$ cat config.mk
export PLATFORM = sky130hd
export DESIGN_NAME = gcd_bus_master
export DESIGN_NICKNAME = d
export VERILOG_FILES = /design/src/rtl/gcd_bus_master.sv
export SDC_FILE = /design/constraint.sdc
export NUM_CORES = 1
export LEC_CHECK = 0
export CAP_MARGIN = 20
export CORE_MARGIN = 2
export CORE_UTILIZATION = 45
export CTS_CLUSTER_DIAMETER = 40
export DETAILED_ROUTE_END_ITERATION = 10
export HOLD_SLACK_MARGIN = 0.03
export PLACE_DENSITY_LB_ADDON = 0.25
export SKIP_LAST_GASP = 1
export SYNTH_ARGS = -nofsm -noshare
export SYNTH_HDL_FRONTEND = slang
export SYNTH_SLANG_ARGS = --single-unit
$ cat constraint.sdc
create_clock -name clk -period 5.4 [get_ports clk]
set_input_delay 1.08 -clock clk [delete_from_list [all_inputs] [get_ports clk]]
set_output_delay 1.08 -clock clk [all_outputs]
set_load 0.005 [all_outputs]
$ cat src/rtl/gcd_bus_master.sv
// Bus initiator for the GPIO-emulated GCD peripheral: writes A1/A2, polls S until
// the busy bit clears, reads W, and returns the result on a valid/ready port.
module gcd_bus_master #(
  parameter int unsigned STROBE_CYCLES = 2,
  parameter int unsigned POLL_GAP      = 4,
  parameter int unsigned MAX_POLLS     = 1024
) (
  input  logic        clk,
  input  logic        n_reset,
  input  logic        cmd_valid,
  output logic        cmd_ready,
  input  logic [31:0] cmd_a,
  input  logic [31:0] cmd_b,
  output logic        res_valid,
  input  logic        res_ready,
  output logic [31:0] res_gcd,
  output logic        res_err,
  output logic [15:0] res_polls,
  output logic [15:0] saddress,
  output logic        srd,
  output logic        swr,
  output logic [31:0] sdata_out,
  input  logic [31:0] sdata_in
);

  localparam logic [15:0] ADDR_A1     = 16'h00F8;
  localparam logic [15:0] ADDR_A2     = 16'h00FC;
  localparam logic [15:0] ADDR_W      = 16'h0100;
  localparam logic [15:0] ADDR_S      = 16'h0104;
  localparam logic [15:0] STROBE_LAST = 16'(STROBE_CYCLES - 1);
  localparam logic [15:0] GAP_LAST    = 16'(POLL_GAP - 1);
  localparam logic [15:0] POLL_LIMIT  = 16'(MAX_POLLS);

  typedef enum logic [2:0] {S_IDLE, S_WR_A1, S_WR_A2, S_GAP, S_RD_S, S_RD_W, S_DONE} state_t;
  typedef enum logic [1:0] {PH_SETUP, PH_STROBE, PH_HOLD} phase_t;

  state_t      state_q, state_d;
  phase_t      phase_q, phase_d;
  logic [15:0] cnt_q, cnt_d;
  logic [31:0] op_b_q, op_b_d;
  logic        cmd_ready_q, cmd_ready_d;
  logic        res_valid_q, res_valid_d;
  logic [31:0] res_gcd_q, res_gcd_d;
  logic        res_err_q, res_err_d;
  logic [15:0] res_polls_q, res_polls_d;
  logic [15:0] saddress_q, saddress_d;
  logic        srd_q, srd_d;
  logic        swr_q, swr_d;
  logic [31:0] sdata_out_q, sdata_out_d;
  logic [15:0] polls_inc;
  logic        is_wr;

  always_comb begin
    state_d     = state_q;
    phase_d     = phase_q;
    cnt_d       = cnt_q;
    op_b_d      = op_b_q;
    cmd_ready_d = cmd_ready_q;
    res_valid_d = res_valid_q;
    res_gcd_d   = res_gcd_q;
    res_err_d   = res_err_q;
    res_polls_d = res_polls_q;
    saddress_d  = saddress_q;
    srd_d       = srd_q;
    swr_d       = swr_q;
    sdata_out_d = sdata_out_q;
    polls_inc   = (res_polls_q == '1) ? res_polls_q : res_polls_q + 16'd1;
    is_wr       = (state_q == S_WR_A1) || (state_q == S_WR_A2);

    case (state_q)
      S_IDLE: begin
        if (cmd_valid) begin
          cmd_ready_d = 1'b0;
          res_polls_d = '0;
          res_gcd_d   = '0;
          res_err_d   = 1'b0;
          op_b_d      = cmd_b;
          // Zero operands would never terminate on the peripheral; answer locally.
          if (cmd_a == '0 || cmd_b == '0) begin
            state_d     = S_DONE;
            res_err_d   = 1'b1;
            res_valid_d = 1'b1;
          end else begin
            state_d     = S_WR_A1;
            phase_d     = PH_SETUP;
            saddress_d  = ADDR_A1;
            sdata_out_d = cmd_a;
          end
        end
      end
      S_GAP: begin
        if (cnt_q == '0) begin
          state_d    = S_RD_S;
          phase_d    = PH_SETUP;
          saddress_d = ADDR_S;
        end else begin
          cnt_d = cnt_q - 16'd1;
        end
      end
      S_DONE: begin
        if (res_ready) begin
          res_valid_d = 1'b0;
          cmd_ready_d = 1'b1;
          state_d     = S_IDLE;
        end
      end
      default: begin
        case (phase_q)
          PH_SETUP: begin
            phase_d = PH_STROBE;
            cnt_d   = STROBE_LAST;
            swr_d   = is_wr;
            srd_d   = !is_wr;
          end
          PH_STROBE: begin
            if (cnt_q == '0) begin
              phase_d = PH_HOLD;
              srd_d   = 1'b0;
              swr_d   = 1'b0;
            end else begin
              cnt_d = cnt_q - 16'd1;
            end
          end
          default: begin
            // End of HOLD: read data is sampled here and the next access chosen.
            case (state_q)
              S_WR_A1: begin
                state_d     = S_WR_A2;
                phase_d     = PH_SETUP;
                saddress_d  = ADDR_A2;
                sdata_out_d = op_b_q;
              end
              S_WR_A2: begin
                state_d = S_GAP;
                cnt_d   = GAP_LAST;
              end
              S_RD_S: begin
                res_polls_d = polls_inc;
                if (!sdata_in[3]) begin
                  state_d    = S_RD_W;
                  phase_d    = PH_SETUP;
                  saddress_d = ADDR_W;
                end else if (polls_inc >= POLL_LIMIT) begin
                  state_d     = S_DONE;
                  res_err_d   = 1'b1;
                  res_gcd_d   = '0;
                  res_valid_d = 1'b1;
                end else begin
                  state_d = S_GAP;
                  cnt_d   = GAP_LAST;
                end
              end
              default: begin
                state_d     = S_DONE;
                res_gcd_d   = sdata_in;
                res_err_d   = 1'b0;
                res_valid_d = 1'b1;
              end
            endcase
          end
        endcase
      end
    endcase
  end

  always_ff @(posedge clk or posedge n_reset) begin
    if (n_reset) begin
      state_q     <= S_IDLE;
      phase_q     <= PH_SETUP;
      cnt_q       <= '0;
      op_b_q      <= '0;
      cmd_ready_q <= 1'b1;
      res_valid_q <= 1'b0;
      res_gcd_q   <= '0;
      res_err_q   <= 1'b0;
      res_polls_q <= '0;
      saddress_q  <= '0;
      srd_q       <= 1'b0;
      swr_q       <= 1'b0;
      sdata_out_q <= '0;
    end else begin
      state_q     <= state_d;
      phase_q     <= phase_d;
      cnt_q       <= cnt_d;
      op_b_q      <= op_b_d;
      cmd_ready_q <= cmd_ready_d;
      res_valid_q <= res_valid_d;
      res_gcd_q   <= res_gcd_d;
      res_err_q   <= res_err_d;
      res_polls_q <= res_polls_d;
      saddress_q  <= saddress_d;
      srd_q       <= srd_d;
      swr_q       <= swr_d;
      sdata_out_q <= sdata_out_d;
    end
  end

  assign cmd_ready = cmd_ready_q;
  assign res_valid = res_valid_q;
  assign res_gcd   = res_gcd_q;
  assign res_err   = res_err_q;
  assign res_polls = res_polls_q;
  assign saddress  = saddress_q;
  assign srd       = srd_q;
  assign swr       = swr_q;
  assign sdata_out = sdata_out_q;

endmodule

Yosys cells after proc, flatten, opt, wreduce, memory -nomap -nowiden
Cells that the tools add are included.

word-level totals
  output and inout bits = 101
  flip-flop bits (word level) = 154
  input port bits = 100

operators by class
  eq/ne operators = 28
  $add $sub $neg = 2
  reductions and logical operators = 31
  bitwise operators = 5
  order comparisons = 1
  muxes and demuxes = 65

operators with widths
  operator                                                                                number
  32-bit two-way mux                                                                      8
  16-bit two-way mux                                                                      12
  32-bit case mux with 2 select lines                                                     3
  16-bit case mux with 2 select lines                                                     5
  32-bit logical NOT                                                                      2
  16-bit case mux with 3 select lines                                                     1
  3-bit two-way mux                                                                       7
  3-bit case mux with 3 select lines                                                      2
  16-bit by 1-bit adder with 16-bit output (second input constant)                        1
  16-bit equality test (second input constant)                                            1
  16-bit by 11-bit greater-or-equal comparator with 1-bit output (second input constant)  1
  16-bit logical NOT                                                                      1
  16-bit by 1-bit subtractor with 16-bit output (second input constant)                   1
  7-bit AND reduction                                                                     2
  1-bit two-way mux                                                                       12
  2-bit != test (second input constant)                                                   6
  4-bit by 2-bit != test with 1-bit output (second input constant)                        3
  1-bit case mux with 2 select lines                                                      6
  4-bit AND reduction                                                                     3
  2-bit two-way mux                                                                       5
  5-bit by 2-bit != test with 1-bit output (second input constant)                        2
  3-bit by 1-bit != test with 1-bit output (second input constant)                        3
  3-bit by 2-bit != test with 1-bit output (second input constant)                        3
  2-bit case mux with 2 select lines                                                      2
  other kinds (25)                                                                        40

Longest topological paths before layout
Gate-level depths: netlist of the first run.

  depth in word-level cells = 8
  mapped depth = 11
  mapped depth without buffers = 9

Worst setup path before layout of the first run
OpenSTA, ideal clock, no wires.

  kind = reg2reg
  start point = register res_polls[4] (netlist name)
  end point = register sdata_out_q[10] (netlist: sdata_out[10])
  period minus slack after synthesis = 2924 ps
  buffers on the path = 2
  path slack = 2476 ps
  cell stages (with the launch flop) = 10
  arrival time = 2799 ps
  cell sequence = dfrtp_1 nand4_4 nor4_2 mux2_2 a2111oi_4 a21boi_2 o21ba_1 buf_6 buf_6 mux2_4

RTL lines
  element               line  RTL
  to (signal assigned)  194   sdata_out_q <= sdata_out_d;
  to (decl)             49    logic [31:0] sdata_out_q, sdata_out_d;

Worst setup path after layout of the first run
  start point = input cmd_a[0]
  end point = register sdata_out_q[28] (netlist: sdata_out[28])

between the ends
  word-level cells in the longest chain between the ends = 4

RTL lines
  element                               line  RTL
  from (decl)                           12    input logic [31:0] cmd_a,
  32-bit logical NOT                    79    if (cmd_a == '0 || cmd_b == '0) begin
  1-bit logical OR                      79
  2-bit != test (no source line)        -
  5-bit AND reduction (no source line)  -

Every way passes these cells.
A chain may end at the register's enable or synchronous reset.

==> impl_metrics.env, run 1 <==
export IMPL_status="finished clean"
export IMPL_num_vias=6062
export IMPL_synthesis_instances=733
export IMPL_cts_tree="done"
export IMPL_leakage_nw=4.31
export IMPL_ys_ff_latch=141
export IMPL_worst_hold_slack_ns=0.471
export IMPL_place_hpwl_microns=12800
export IMPL_synth_edff_count=0
export IMPL_cts_buffers=17
export IMPL_crit_type="in -> reg"
export IMPL_fmax_mhz=258
export IMPL_r2r_slack_ns=1.78
export IMPL_maxSlewHeadroom_pct=50.9
export IMPL_htree_num_levels=4
export IMPL_skew_ns=0.0109
export IMPL_maxCapViolCount=0
export IMPL_path_clk_slew_ns=0.06
export IMPL_rsz0062_at_grt="false"
export IMPL_yosysWarnings=0
export IMPL_track_usage_pct=22.1
export IMPL_critPathLaunchType="primary input"
export IMPL_synth_cell_types=68
export IMPL_setup_ws_ns=1.53
export IMPL_grt_start_max_net_pins=112
export IMPL_p_total_mw=5.39
export IMPL_postSynthAreaPerCell_sq_um=9.76
export IMPL_yosysSeqAreaShare_pct=49.3
export IMPL_die_y_microns=130
export IMPL_drtPass1Iterations=5
export IMPL_grt_pass1_wl_microns=29400
export IMPL_ir_drop_uv=300
export IMPL_clockBufferDepth=2
export IMPL_p_per_area_nw_per_um2=548
export IMPL_min_from="op_b_q[3]"
export IMPL_synth_top_flop_cell="dfrtp_1"
export IMPL_final_antenna_net_count=0
export IMPL_worstMarginPinSlew_ns=0.736
export IMPL_die_w_microns=130
export IMPL_critPathLaunch="cmd_a[0]"
export IMPL_nFillCells=1330
export IMPL_syn2layout_area_growth_pct=37.3
export IMPL_dieArea_sq_um=16900
export IMPL_rr_endpoint="sdata_out[28]"
export IMPL_io_pins=201
export IMPL_cts_setup_buffers=0
export IMPL_pre_cts_ws_ns=1.09
export IMPL_r2r_cells=8
export IMPL_post_drt_wl_per_cell_microns=16.2
export IMPL_async_flop_share_pct=100
export IMPL_core_area_sq_um=15700
export IMPL_setup_viol=0
export IMPL_synth_area_sq_um=7160
export IMPL_drive_gt1_share_pct=13.0
export IMPL_io_buffers=191
export IMPL_cts_sinks=141
export IMPL_antenna_found_initial=0
export IMPL_drc=0
export IMPL_drtIter0Drc=361
export IMPL_worst_hold_path_type="reg -> reg"
export IMPL_wirelength_microns=18600
export IMPL_place_congestion=0.884
export IMPL_reg2reg_from="cnt_q[2]"
export IMPL_worstPathRequired_ns=5.71
export IMPL_clk_latency_ns=0.43
export IMPL_overflow=0
export IMPL_cts_repair_resized=0
export IMPL_initial_core_util_pct=45.5
export IMPL_viasPerCell=5.31
export IMPL_diodes=0
export IMPL_hold_depth=2
export IMPL_min_to="op_b_q[3]"
export IMPL_grt_pass1_vias=5853
export IMPL_period_share_pct=71.7
export IMPL_fin_nets=1016
export IMPL_hold_viol_final=0
export IMPL_clock_root_buffer="clkbuf_16"
export IMPL_crit_arrival_ns=4.18
export IMPL_slew_viol_final=0
export IMPL_critPathMaxFanout=21
export IMPL_critPathCaptureType="register"
export IMPL_rows=46
export IMPL_ctsHoldBuffers=0
export IMPL_post_route_min_period_ns=3.87
export IMPL_tns_ns=0
[final cells by class]
class                           instances  area (sq um)  share of cell area (%)
Clock buffer                           19           453                    4.61
Clock inverter                         13           164                    1.67
Inverter                               11          46.3                   0.471
Multi-Input combinational cell        542          3370                    34.2
Sequential cell                       141          3530                    35.9
Tap cell                              216           270                    2.75
Timing Repair Buffer                  200          2000                    20.3
[how the worst max path moves through the flow]
stage | cells past startpoint | slack [ns] | endpoint
6_report | 9 | 1.53 | sdata_out[28]
5_1_grt | 9 | 1.35 | sdata_out[28]
4_1_cts | 9 | 1.53 | sdata_out[28]
3_5_place_dp | 9 | 1.09 | sdata_out[28]
3_3_place_gp | 9 | 1.17 | sdata_out[28]
2_1_floorplan | 1 | 0.54 | cnt_q[0]
[critical path: stages]
cell and delay [ns]:
clkdlybuf4s50_1 0.43, nor4_1 0.53, nand4_1 0.22, o22ai_1 0.50, o21ai_0 0.25, nand4_1 0.16, o21ba_2 0.32, buf_4 0.33
mux2_1 0.35
[report_power, final]
group / leakage [nW] / switching [mW] / internal (mW)
clock: 0.288 / 0.463 / 0.752
sequential: 1.78 / 0.343 / 1.50
combinational: 2.23 / 1.05 / 1.28
total: 4.31 / 1.86 / 3.53
[placed cells by master (no fill, tap or decap), types with 4 or more instances in the layout]
cell type        instances
nor4_1                  17
nor2_1                  26
mux2_1                   4
nand3_1                 10
dfrtp_1                140
a21o_1                   5
o21ai_1                  7
nand4_1                 10
o21ai_0                 50
and2_1                   4
nor3_1                  12
o31ai_1                 12
a21oi_1                 24
nor2b_1                  4
or3_1                    8
buf_4                    8
mux2_2                  36
clkdlybuf4s50_1        191
mux2_4                  28
nand2b_1                 7
conb_1                   9
inv_1                   10
clkbuf_16               17
a31oi_1                 10
clkinvlp_4               5
o41ai_1                  7
nand2_1                192
[routing by layer]
metal,track usage (%),part of all wire [%],routed length [microns]
met2,35.1,47,8710
met3,6.23,7.7,1430
met5,0,0,0
met1,29.0,43,8050
met4,8.35,2.0,363
[flip-flops by register name, indices dropped and copies added, names as in the netlist]
register and count:
cmd_ready 1, cnt_q 16, op_b_q 32, phase_q 2
res_err 1, res_gcd 32, res_polls 16, res_valid 1
saddress 3, sdata_out 32, srd 1, state_q 3
swr 1
[cell families after synthesis]
kind of cell,count (synthesis),synth area share [%]
buffers and inverters,58,4.23
multiplexers,69,12.3
adder cells (fa/ha/maj),3,0.525
other,1,0.0524
AO/OA/AOI/OAI,148,13.3
flip-flops,141,49.3
XOR/XNOR,5,0.612
AND/OR/NAND/NOR,308,19.6
[synth_stat cells, types with 4 or more instances]
master | n | share of area, %
nand2_1 | 192 | 10
dfrtp_1 | 140 | 49
o21ai_0 | 50 | 3.5
mux2_2 | 36 | 5.7
mux2_4 | 28 | 5.9
nor2_1 | 27 | 1.4
a21oi_1 | 24 | 1.7
clkbuf_1 | 23 | 1.2
nor4_1 | 17 | 1.5
buf_4 | 13 | 1.4
nor3_1 | 13 | 0.91
o31ai_1 | 12 | 1.3
inv_1 | 11 | 0.58
a31oi_1 | 10 | 0.87
nand3_1 | 10 | 0.70
nand4_1 | 10 | 0.87
or3_1 | 8 | 0.70
nand2b_1 | 7 | 0.61
o21ai_1 | 7 | 0.49
o41ai_1 | 7 | 0.86
a21o_1 | 5 | 0.52
buf_2 | 5 | 0.35
and2_1 | 4 | 0.35
buf_6 | 4 | 0.63
mux2_1 | 4 | 0.63
nor2b_1 | 4 | 0.35
[per-stage QoR]
stage,util (%),instance area (sq um),cells
3_3_place_gp,58.4,9180,1109
6_report,62.5,9830,1142
5_1_grt,62.5,9830,1142
3_5_place_dp,58.4,9180,1109
4_1_cts,62.4,9800,1141
2_1_floorplan,-,7190,741
Note: power is estimated with default switching activity, not from simulation.
==> run 2, diff against run 1 <==
--- a/config.mk
+++ b/config.mk
@@ -7,7 +7,7 @@
 export LEC_CHECK = 0
 export CAP_MARGIN = 20
 export CORE_MARGIN = 2
-export CORE_UTILIZATION = 45
+export CORE_UTILIZATION = 44
 export CTS_CLUSTER_DIAMETER = 40
 export DETAILED_ROUTE_END_ITERATION = 10
 export HOLD_SLACK_MARGIN = 0.03
==> constraint.sdc (replaced) <==
create_clock -name clk -period 3.5 [get_ports clk]
set_input_delay 0.7 -clock clk [delete_from_list [all_inputs] [get_ports clk]]
set_output_delay 0.7 -clock clk [all_outputs]
set_load 0.005 [all_outputs]
==> run 2 against run 1 <==
Combinational power is 57% higher. Via count is 1.1% higher. Flip-flop and latch count stayed put. Clock-buffer cell count is 1 higher. Core utilization is 0.15 points lower. Largest cell class unchanged. First-iteration DRC count is 4.7% higher. Wire length is 1.0% higher. Sequential share of layout area is 0.30 points lower.
==> impl_metrics.env, run 2 (synthesized netlist as in run 1, its figures left out) <==
export IMPL_final_common_cell="nand2_1"
export IMPL_comb_power_share_pct=43.6
export IMPL_post_drt_wl_per_cell_microns=16.3
export IMPL_worstMarginPinSlew_ns=0.667
export IMPL_crit_path_max_incr_delay_ns=0.54
export IMPL_critPathMaxFanout=20
export IMPL_cts_repair_resized=0
export IMPL_antenna_found_initial=0
export IMPL_critPathLaunchType="register"
export IMPL_syn2layout_area_growth_pct=38.5
export IMPL_hold_viol_final=0
export IMPL_crit_buf_inv=1
export IMPL_num_vias=6127
export IMPL_core_area_sq_um=15900
export IMPL_drtPass1Iterations=5
export IMPL_cts_sinks=141
export IMPL_clockBufferDepth=2
export IMPL_slew_viol_final=0
export IMPL_track_usage_pct=22.0
export IMPL_crit_type="reg -> reg"
export IMPL_place_hpwl_microns=13300
export IMPL_pwr_share_seq_pct=33.5
export IMPL_fmax_mhz=306
export IMPL_place_congestion=0.843
export IMPL_final_antenna_net_count=0
export IMPL_nFillCells=1362
export IMPL_drc=0
export IMPL_dieArea_sq_um=17300
export IMPL_post_route_min_period_ns=3.27
export IMPL_viasPerCell=5.33
export IMPL_worst_hold_path_type="reg -> reg"
export IMPL_cts_buffers=17
export IMPL_maxCapViolCount=0
export IMPL_worstPathCellList="nand4_4, nor4_2, mux2_2, a2111oi_4, a21boi_2, o21ba_2, buf_4, mux2_1"
export IMPL_period_share_pct=93.5
export IMPL_maxSlewHeadroom_pct=55.5
export IMPL_p_clk_share_pct=22.9
export IMPL_critPathTopFamily="compound AO/OA/AOI/OAI gates"
export IMPL_swShare_pct=34.1
export IMPL_overflow=0
export IMPL_setup_viol=0
export IMPL_io_buffers=191
export IMPL_leakage_nw=4.35
export IMPL_critPathCaptureType="register"
export IMPL_p_int_mw=5.53
export IMPL_switchingPower_mw=2.86
export IMPL_ctsHoldBuffers=0
export IMPL_initial_core_util_pct=45.0
export IMPL_p_total_mw=8.40
export IMPL_grt_pass1_vias=5929
export IMPL_die_y_microns=132
export IMPL_path_clk_slew_ns=0.06
export IMPL_drive_gt1_share_pct=13.4
export IMPL_fin_nets=1023
export IMPL_grt_pass1_wl_microns=30600
export IMPL_diodes=0
export IMPL_rsz0062_at_grt="false"
export IMPL_critPathSlowestCell="nor4_2"
export IMPL_status="finished clean"
export IMPL_cts_setup_buffers=0
export IMPL_cts_tree="done"
export IMPL_rows=46
export IMPL_io_pins=201
export IMPL_grt_start_max_net_pins=67
export IMPL_clk_latency_ns=0.42
export IMPL_worstPathRequired_ns=3.80
export IMPL_clock_root_buffer="clkbuf_16"
export IMPL_ir_drop_uv=504
export IMPL_die_w_microns=132
export IMPL_final_cell_mix="nand2_1, clkdlybuf4s50_1, dfrtp_1"
export IMPL_drtIter0Drc=378
export IMPL_htree_num_levels=4
export IMPL_tns_ns=0
export IMPL_p_per_area_nw_per_um2=847
export IMPL_skew_ns=0.0101
export IMPL_crit_arrival_ns=3.57
export IMPL_wirelength_microns=18700
run 2: stage by stage:
stage	std cells	hold WS [ns]	setup slack, ns	util (%)	cell area [sq um]
finish	1149	0.473	0.227	62.4	9910
detailed placement	1117	0.459	0.0498	58.4	9280
global placement	1117	0.454	0.0906	58.4	9280
floorplan	741	0.441	0.576	-	7190
global route	1149	0.489	0.00561	62.4	9910
CTS	1149	0.474	0.211	62.4	9910
run 2: power by group through the flow:
stage	combinational [mW]	sequential (mW)	clock [mW]
5_1_grt	4.03	2.91	2.03
3_3_place_gp	3.60	2.80	0
6_report	3.66	2.81	1.93
3_5_place_dp	3.67	2.81	0
4_1_cts	3.69	2.80	1.97
2_1_floorplan	2.28	2.72	0
run 2: per-layer routing:
metal	global-route usage, %	up-vias	wire length, microns
li1	-	2942	-
met1	29.7	2945	8460
met2	33.9	216	8630
met3	6.40	24	1320
met4	7.19	0	336
met5	0	-	0
run 2: worst paths after layout:
| path | startpoint | end | slack [ns] | cells past startpoint |
|---|---|---|---|---|
| max in group asynchronous | n_reset | sdata_out[13] | 1.94 | 3 |
| min in group asynchronous | n_reset | res_polls[6] | 0.72 | 2 |
| max reg2reg | res_polls[3] | sdata_out[29] | 0.23 | 8 |
| min | op_b_q[3] | op_b_q[3] | 0.47 | 2 |
| min reg2reg | op_b_q[3] | op_b_q[3] | 0.47 | 2 |
| max | res_polls[3] | sdata_out[29] | 0.23 | 8 |
run 2: final cells by class:
cell class / instances / area (sq um) / area share, %
flip-flops and latches: 141 / 3530 / 35.6
repair buffers: 207 / 2070 / 20.9
inverters: 11 / 45.0 / 0.454
clock inverters: 12 / 185 / 1.87
clock buffers: 20 / 447 / 4.51
well taps: 216 / 270 / 2.73
multi-input cells: 542 / 3370 / 34.0
run 2: worst min-delay path, cell delays in order, from the launching register on:
cell and delay, ns:
dfrtp_1 0.34, nand2_1 0.05, nand2_1 0.05
